--- src/rtl/timer_counter.sv ---
// rtl/timer_counter.sv - memory-mapped 32-bit down-counting timer/counter
//
// Purpose:
//   Down-counting timer with one-shot and auto-reload modes and a maskable
//   level interrupt.
//   Register map (word address):
//     0 = CTRL   : bit0 enable, bits2:1 mode (01 auto-reload, others one-shot),
//                  bit3 IM interrupt mask
//     1 = PRESET : 32-bit reload value
//     2 = COUNT  : 32-bit current count, read-only
//     3 = reserved
//
// Ports:
//   clk    in   1   system clock, rising-edge active
//   reset  in   1   asynchronous active-low reset
//   addr   in   2   word address (CPU address bits [3:2])
//   we     in   1   write strobe, sampled every cycle
//   din    in  32   write data
//   dout   out 32   read data, combinational from addr
//   irq    out  1   interrupt request, level (irq_flag & IM)

module timer_counter (
   input  logic        clk,
   input  logic        reset,
   input  logic [1:0]  addr,
   input  logic        we,
   input  logic [31:0] din,
   output logic [31:0] dout,
   output logic        irq
);

   typedef enum logic [1:0] {
      ST_IDLE = 2'd0,
      ST_CNT  = 2'd1,
      ST_INT  = 2'd2
   } state_t;

   state_t      state_q, state_d;
   logic [3:0]  ctrl_q, ctrl_d;
   logic [31:0] preset_q, preset_d;
   logic [31:0] count_q, count_d;
   logic        irq_flag_q, irq_flag_d;

   logic        ctrl_wr;
   logic        preset_wr;
   logic        reload_ok;

   assign ctrl_wr   = we && (addr == 2'd0);
   assign preset_wr = we && (addr == 2'd1);

   // Only mode 01 reloads; reserved modes 10/11 behave as one-shot.
   assign reload_ok = ctrl_q[0] && (ctrl_q[2:1] == 2'b01);

   // State register (and all other storage)
   always_ff @(posedge clk or negedge reset) begin
      if (!reset) begin
         state_q    <= ST_IDLE;
         ctrl_q     <= 4'd0;
         preset_q   <= 32'd0;
         count_q    <= 32'd0;
         irq_flag_q <= 1'b0;
      end else begin
         state_q    <= state_d;
         ctrl_q     <= ctrl_d;
         preset_q   <= preset_d;
         count_q    <= count_d;
         irq_flag_q <= irq_flag_d;
      end
   end

   // Next-state logic
   always_comb begin
      state_d = state_q;
      case (state_q)
         ST_IDLE: begin
            if (ctrl_q[0]) state_d = ST_CNT;
         end
         ST_CNT: begin
            if (!ctrl_q[0])            state_d = ST_IDLE;
            else if (count_q <= 32'd1) state_d = ST_INT;
         end
         ST_INT: begin
            state_d = reload_ok ? ST_CNT : ST_IDLE;
         end
         default: state_d = ST_IDLE;
      endcase
   end

   // Register / datapath next values
   always_comb begin
      ctrl_d     = ctrl_q;
      preset_d   = preset_q;
      count_d    = count_q;
      irq_flag_d = irq_flag_q;

      if (preset_wr) preset_d = din;

      // One-shot completion drops enable; a CPU CTRL write in the same
      // cycle overrides every CTRL bit, so it is applied afterwards.
      if ((state_q == ST_INT) && !reload_ok) ctrl_d[0] = 1'b0;

      if (ctrl_wr) begin
         ctrl_d     = din[3:0];
         irq_flag_d = 1'b0;
      end

      // FSM updates come last so that setting irq_flag beats a
      // same-cycle clear from a CTRL write.
      case (state_q)
         ST_IDLE: begin
            if (ctrl_q[0]) count_d = preset_q;
         end
         ST_CNT: begin
            if (ctrl_q[0]) begin
               if (count_q > 32'd1) begin
                  count_d = count_q - 32'd1;
               end else begin
                  count_d    = 32'd0;
                  irq_flag_d = 1'b1;
               end
            end
         end
         ST_INT: begin
            if (reload_ok) begin
               count_d    = preset_q;
               irq_flag_d = 1'b0;
            end
         end
         default: ;
      endcase
   end

   // Outputs
   always_comb begin
      dout = 32'd0;
      case (addr)
         2'd0:    dout = {28'd0, ctrl_q};
         2'd1:    dout = preset_q;
         2'd2:    dout = count_q;
         default: dout = 32'd0;
      endcase
      irq = irq_flag_q & ctrl_q[3];
   end

endmodule
--- config.mk ---
export PLATFORM = sky130hd
export DESIGN_NAME = timer_counter
export DESIGN_NICKNAME = d
export VERILOG_FILES = /design/src/rtl/timer_counter.sv
export SDC_FILE = /design/constraint.sdc
export NUM_CORES = 1
export LEC_CHECK = 0
export ABC_AREA = 1
export BUFFER_PORTS_ARGS = -buffer_cell sky130_fd_sc_hd__buf_4
export CORE_ASPECT_RATIO = 1.5
export CORE_MARGIN = 5
export CORE_UTILIZATION = 24
export CTS_CLUSTER_DIAMETER = 100
export DETAILED_ROUTE_END_ITERATION = 8
export SLEW_MARGIN = 10
export SYNTH_ARGS = -nofsm -noshare
export SYNTH_HDL_FRONTEND = slang
export SYNTH_SLANG_ARGS = --single-unit
--- constraint.sdc ---
create_clock -name clk -period 3.4 [get_ports clk]
set_clock_uncertainty 0.2 [all_clocks]
set_input_delay 1.02 -clock clk [delete_from_list [all_inputs] [get_ports clk]]
set_output_delay 1.02 -clock clk [all_outputs]
set_load 0.05 [all_outputs]
* Yosys cells after proc, flatten, opt, wreduce, memory -nomap -nowiden
Index checks and enable logic that the tools add are counted.
Cells by class: add/sub/neg operators 1, $mul 0, divide/modulo/power cells 0, $lt $le $gt $ge 2, equal/unequal tests 9, shifts and indexed selects 0, muxes and demuxes 18, bitwise logic cells 1, reductions and logical operators 11
Operators by type and width (number):
- $pmux W32 S3 | 2
- $mux W32 | 4
- $gt A32 B1 Y1 const B | 1
- $le A32 B1 Y1 const B | 1
- $sub A32 B1 Y32 const B | 1
- $mux W1 | 7
- $eq A2 B1 Y1 const B | 3
- $mux W2 | 3
- $ne A2 B2 Y1 const B | 3
- $pmux W2 S3 | 1
- $eq A2 B2 Y1 const B | 2
- $logic_and A1 B1 Y1 | 4
- $logic_not A2 Y1 | 2
- $reduce_and A4 Y1 | 1
- $ne A3 B3 Y1 const B | 1
- $reduce_bool A3 Y1 | 1
- $pmux W1 S2 | 1
- $reduce_and A2 Y1 | 1
- $reduce_bool A2 Y1 | 1
- $and A1 B1 Y1 | 1
- $logic_not A1 Y1 | 1
Storage, ports and cells: register bits after elaboration 71, latch bits 0, memory bits (writable) 0, memory bits (read-only) 0, input bits 37, output and inout bits 33, logic and storage cells 48, memories 0

* Longest topological paths before layout
Gate-level depths: netlist of run 1.
word-level depth 6, depth in mapped cells 10, mapped depth without buffers 10

* Least setup slack after synthesis of run 1
No wires, ideal clock.
kind input to output, start input addr[0], end output dout[17], data arrival time 2.455 ns, data required time 2.180 ns, path slack -0.275 ns, stages 4, buffers on the path 1, cell sequence inv_1 nand2_1 clkbuf_1 o21ai_0
On the way: cells in the longest elaborated chain, start to end 2, elaborated cells on any way between the ends 4, those cells by class eq/ne (2); mux (1); reduce/logical (1)
Ends and longest elaborated chain:
- from (decl) | RTL line 25 | input logic [1:0] addr,
- $eq A2 B2 Y1 (tied with other cells) | RTL line 136 | case (addr)
- $pmux W32 S3 (*) | RTL line 136
- to (decl) | RTL line 28 | output logic [31:0] dout,
Mark *: on every way between the ends. The rest lies on a longest branch, timed or not.

* Worst setup path after layout of run 1
start input addr[0], end output dout[13]
Same word-level chain as after synthesis.

==> results.py, run 1 <==
metrics = {
    "clock_network": {
        "worst_skew_pair.late_latency_ps": 340,
        "cts_root_buf": "clkbuf_16",
        "cts_sinks": 71,
        "clk_pin_slew_ps": 60,
        "cts_tree": "done",
        "cts-resized-gates": 0,
        "cts_setup_buffers": 0,
        "htree_levels": 3,
        "cts_hold_buf": 0,
        "clockBufferDepth": 2,
        "cts_buffers": 9,
    },
    "worst_setup_path": {
        "startpoint": "addr[0]",
        "crit_chain": "buf_4, inv_1, nand2_1, buf_12, o21ai_0, buf_4",
        "worst_path_largest_cell_delay_ps": 340,
        "cp-start-kind": "primary input",
        "cp_max_fo": 32,
        "worstReg2RegStart": "count_q[0]",
        "cp_slowest_cell": "o21ai_0",
        "path_common_cell": "buf_4",
        "crit_path_end_kind": "primary output",
        "critPathRequiredTime_ps": 2180,
        "arrival_ps": 2080,
        "critical_path_class": "in2out",
    },
    "synth": {
        "synth_top_area_frac": 0.400,
        "synth_area_leaders": "dfrtp_1, nand2_1, nor2_1",
        "syn-cell-area_sq_um": 4440,
        "synthCells": 588,
        "yosys_warnings": 0,
        "synthesis.nets": 631,
        "ys_seq_area_frac": 0.400,
        "synth_top_area_cell": "dfrtp_1",
        "synth_area_per_cell_sq_um": 7.55,
        "synth.distinct_cells": 26,
        "synth_seq_cells": 71,
    },
    "timing": {
        "finalCritPeriodShare": 0.971,
        "finalCriticalPeriod_ps": 3300,
        "max_clock_freq_mhz": 303,
        "setup_violations": 0,
        "finalHoldViolCount": 0,
        "worstMarginPinSlew_ps": 567,
        "drv_slew": 0,
        "rsz0062_at_grt": "no",
        "relSlewSlack": 0.622,
    },
    "min_path": {
        "hold_path_class": "reg2reg",
        "min_from": "ctrl_q[3]",
    },
    "power_and_ir_drop": {
        "powerDensity_nw_per_um2": 888,
        "switchingPower_mw": 2.28,
        "p_sw_frac": 0.456,
        "cellInternalPower_mw": 2.72,
        "p_leak_nw": 2.57,
        "p_seq_frac": 0.299,
        "irDropWorstVdd_mv": 0.502,
        "combPwrFrac": 0.482,
        "clkPwrFrac": 0.219,
        "power_mw": 5.00,
    },
    "detailed_routing": {
        "drt_iter0_markers": 196,
        "final_antenna_net_count": 0,
        "vias": 4074,
        "first_pass_iters": 4,
        "wl_um": 13200,
        "drc": 0,
        "via_per_inst": 4.45,
        "wl_per_cell_um": 14.4,
    },
    "floorplanning": {
        "die-area_sq_um": 21400,
        "fp-row-count": 61,
        "ios": 70,
        "die_x_um": 121,
        "core_area_sq_um": 18400,
        "die_y_um": 177,
        "start_util": 0.241,
    },
    "layout": {
        "num_antenna_cells": 0,
        "area_growth_pct": 27.0,
        "fin_area_sq_um": 5630,
        "drive_gt1_frac": 0.235,
        "fin_nets": 701,
    },
    "outcome": {
        "status": "finished, final reports clean",
    },
    "placed_design": {
        "dp_hpwl_um": 10300,
        "portBuffers": 69,
        "gp_congestion": 0.882,
        "place_area_sq_um": 5290,
    },
    "global_route": {
        "grt_pass1_wl_um": 21600,
        "grt_pass1_vias": 4141,
        "overflow": 0,
        "grt_start_max_net_pins": 40,
        "grt_use_total": 0.129,
        "grt_antenna_before_repair": 0,
    },
    "run": {
        "max_cap_viol_count": 0,
    },
}
[registers in the layout, indices dropped and copies added, names as in the netlist]
name	cells
ctrl_q	4
preset_q	32
count_q	32
state_q	2
irq_flag_q	1
[metal layers]
layer | vias to the layer above | GRT usage | part of all wire
li1 | 2051 | - | -
met1 | 1934 | 0.143 | 0.40
met2 | 72 | 0.241 | 0.55
met3 | 17 | 0.0205 | 0.030
met4 | 0 | 0.0520 | 0.025
met5 | - | 0 | 0
[per-stage QoR]
| stage | TNS [ps] | std cells | worst slack [ps] | util | hold WS (ps) |
|---|---|---|---|---|---|
| detailed placement | 0 | 899 | 66.6 | 0.287 | 305 |
| global route | 0 | 915 | 51.2 | 0.306 | 342 |
| CTS | 0 | 915 | 69.8 | 0.306 | 320 |
| floorplan | -5240 | 588 | -245 | - | 274 |
| global placement | 0 | 899 | 63.2 | 0.287 | 293 |
| finish | 0 | 915 | 99.1 | 0.306 | 317 |
[Yosys cell counts (all sizes together)]
| library cell | number |
|---|---|
| o21ai | 45 |
| nor3 | 1 |
| o22ai | 5 |
| dfrtp | 71 |
| a21oi | 54 |
| clkbuf | 11 |
| nor2 | 92 |
| o211ai | 4 |
| inv | 66 |
| xor2 | 14 |
| a22oi | 16 |
| nand2 | 141 |
| nand4 | 2 |
| nand3 | 25 |
| buf | 11 |
| mux2 | 24 |
| ha | 6 |
[path summary, 6_finish.rpt]
path | endpoint | slack, ps | depth (start not counted)
min reg2reg | ctrl_q[3] | 320 | 2
min | ctrl_q[3] | 320 | 2
max in group asynchronous | count_q[26] | 1890 | 2
min in group asynchronous | preset_q[14] | 460 | 1
max | dout[13] | 100 | 6
max reg2reg | count_q[8] | 1160 | 10
[logic make-up (layout without fill, tap and decap cells)]
logic type,Yosys count,after routing,share of synthesized area
multiplexers,24,24,0.0609
AO/OA/AOI/OAI,124,124,0.159
AND/OR/NAND/NOR,261,261,0.252
adder cells (fa/ha/maj),6,6,0.0169
flip-flops,71,71,0.400
XOR/XNOR,14,14,0.0276
buffers and inverters,88,163,0.0823
[power groups by stage]
stage               clock [mW]  combinational [mW]  sequential [mW]
floorplan                    0                1.90             1.39
global placement             0                2.40             1.50
detailed placement           0                2.44             1.50
CTS                       1.12                2.44             1.49
global route              1.15                2.72             1.54
finish                    1.09                2.41             1.50
[layout by cell type (no fill, tap or decap), types with 14 or more instances in the layout]
cell / n
o21ai_0: 40
xor2_1: 14
nand3_1: 18
inv_1: 65
a21oi_1: 54
buf_4: 80
nand2_1: 136
dfrtp_1: 71
nor2_1: 81
mux2_2: 24
[cell type report]
type / count / area (sq um)
fillers: 1993 / 12800
multi-input cells: 429 / 2330
flip-flops and latches: 71 / 1780
repair buffers: 81 / 621
well taps: 252 / 315
inverters: 66 / 248
clock buffers: 10 / 239
clock inverters: 6 / 108
[worst max-delay path: cells and delay by family]
family                 cells  cell delay (ps)
and+or+nand+nor            1               90
buffers and inverters      4              620
AOI/OAI and AO/OA          1              340
(Power assumes the default switching activity.)
==> run 2: changes to the inputs <==
--- a/config.mk
+++ b/config.mk
@@ -12,6 +12,7 @@
 export CORE_UTILIZATION = 24
 export CTS_CLUSTER_DIAMETER = 100
 export DETAILED_ROUTE_END_ITERATION = 8
+export MAX_ROUTING_LAYER = met4
 export SLEW_MARGIN = 10
 export SYNTH_ARGS = -nofsm -noshare
 export SYNTH_HDL_FRONTEND = slang
==> run 2 against run 1 <==
Effect of this change: non-clock buffer count did not move; sequential cell count stayed put; sequential power about the same; first-iteration DRC count up 12%; combinational power is essentially flat; clock-buffer cell count unchanged; cell area stayed put; die area unchanged; critical endpoint unchanged; largest power group unchanged.
==> results.py, run 2 (synthesis results as in run 1) <==
metrics = {
    "outcome": {
        "status": "finished, final reports clean",
    },
    "placed_design": {
        "gp_congestion": 0.897,
        "dp_hpwl_um": 10300,
        "portBuffers": 69,
    },
    "power_and_ir_drop": {
        "combPwrFrac": 0.482,
        "clkPwrFrac": 0.219,
        "power_mw": 5.00,
        "cellInternalPower_mw": 2.72,
        "p_leak_nw": 2.57,
        "switchingPower_mw": 2.28,
        "p_seq_frac": 0.299,
        "p_sw_frac": 0.456,
        "powerDensity_nw_per_um2": 887,
        "irDropWorstVdd_mv": 0.500,
    },
    "global_route": {
        "grt_antenna_before_repair": 0,
        "grt_pass1_vias": 4143,
        "grt_use_total": 0.133,
        "grt_pass1_wl_um": 21600,
        "overflow": 0,
        "grt_start_max_net_pins": 40,
    },
    "clock_network": {
        "cts_setup_buffers": 0,
        "clk_pin_slew_ps": 60,
        "cts_tree": "done",
        "cts_buffers": 9,
        "clockBufferDepth": 2,
        "htree_levels": 3,
        "worst_skew_pair.late_latency_ps": 340,
        "cts_hold_buf": 0,
        "cts-resized-gates": 0,
        "cts_root_buf": "clkbuf_16",
        "cts_sinks": 71,
    },
    "timing": {
        "tns_ps": 0,
        "relSlewSlack": 0.621,
        "setup_violations": 0,
        "max_clock_freq_mhz": 303,
        "finalCritPeriodShare": 0.970,
        "finalCriticalPeriod_ps": 3300,
        "hold_ws_ps": 317,
        "finalHoldViolCount": 0,
        "rsz0062_at_grt": "no",
        "drv_slew": 0,
        "worstMarginPinSlew_ps": 568,
    },
    "worst_setup_path": {
        "cp_max_fo": 32,
        "critPathRequiredTime_ps": 2180,
        "arrival_ps": 2080,
        "critical_path_class": "in2out",
        "crit_path_end_kind": "primary output",
        "cp-start-kind": "primary input",
        "r2r_setup_slack_ps": 1160,
    },
    "floorplanning": {
        "core_area_sq_um": 18400,
        "ios": 70,
        "die-area_sq_um": 21400,
        "fp-row-count": 61,
        "start_util": 0.241,
        "die_x_um": 121,
        "die_y_um": 177,
    },
    "detailed_routing": {
        "wl_um": 13200,
        "final_antenna_net_count": 0,
        "vias": 4084,
        "first_pass_iters": 4,
        "drc": 0,
        "via_per_inst": 4.46,
        "drt_iter0_markers": 220,
        "wl_per_cell_um": 14.4,
    },
    "run": {
        "max_cap_viol_count": 0,
    },
    "layout": {
        "area_growth_pct": 27.0,
        "num_antenna_cells": 0,
        "layout_common_cells": "nand2_1, nor2_1, buf_4, dfrtp_1, inv_1",
        "fillers": 1993,
        "fin_nets": 701,
        "reg_top3": "count_q: 32 flops, preset_q: 32 flops, ctrl_q: 4 flops",
        "drive_gt1_frac": 0.235,
        "mostFrequentLayoutCell": "nand2_1",
    },
    "min_path": {
        "hold_path_class": "reg2reg",
    },
}
[run 2: cell counts in the layout (fill, tap and decap cells not counted)]
No cell type changed its count.
[run 2: metal layers]
layer,GRT usage,vias up,part of all wire
met2,0.241,72,0.54
li1,-,2047,-
met1,0.145,1948,0.40
met4,0.0520,0,0.025
met3,0.0183,17,0.028
met5,-,-,0
[run 2: path summary, 6_finish.rpt]
check                           start     endpoint  cells after the start
setup / recovery              addr[0]     dout[13]                      6
hold / removal              ctrl_q[3]    ctrl_q[3]                      2
setup reg to reg           count_q[0]   count_q[8]                     10
hold reg to reg             ctrl_q[3]    ctrl_q[3]                      2
max in group asynchronous       reset  count_q[28]                      2
min in group asynchronous       reset  count_q[15]                      1
[run 2: final cells by class]
type / count / area [sq um] / area share
Sequential cell: 71 / 1780 / 0.315
Tap cell: 252 / 315 / 0.0560
Multi-Input combinational cell: 429 / 2330 / 0.413
Clock inverter: 6 / 108 / 0.0191
Clock buffer: 10 / 239 / 0.0424
Inverter: 66 / 248 / 0.0440
Timing Repair Buffer: 81 / 621 / 0.110
[run 2: stage by stage]
step | util | cell area [sq um] | cells | setup WS (ps)
global placement | 0.287 | 5290 | 899 | 63.2
floorplan | - | 4470 | 588 | -245
global route | 0.306 | 5630 | 915 | 51.2
finish | 0.306 | 5630 | 915 | 101
CTS | 0.306 | 5630 | 915 | 69.8
detailed placement | 0.287 | 5290 | 899 | 66.6
[run 2: power groups by stage]
stage	Clock [mW]	Combinational, mW	Sequential (mW)
after CTS	1.12	2.44	1.49
after detailed placement	0	2.44	1.50
after global routing	1.15	2.72	1.54
after global placement	0	2.40	1.50
final	1.09	2.41	1.50
after floorplan	0	1.90	1.39
[run 2: critical path: stages]
cell     delay [ps]
buf_4           110
inv_1            70
nand2_1          90
buf_12          170
o21ai_0         330
buf_4           270
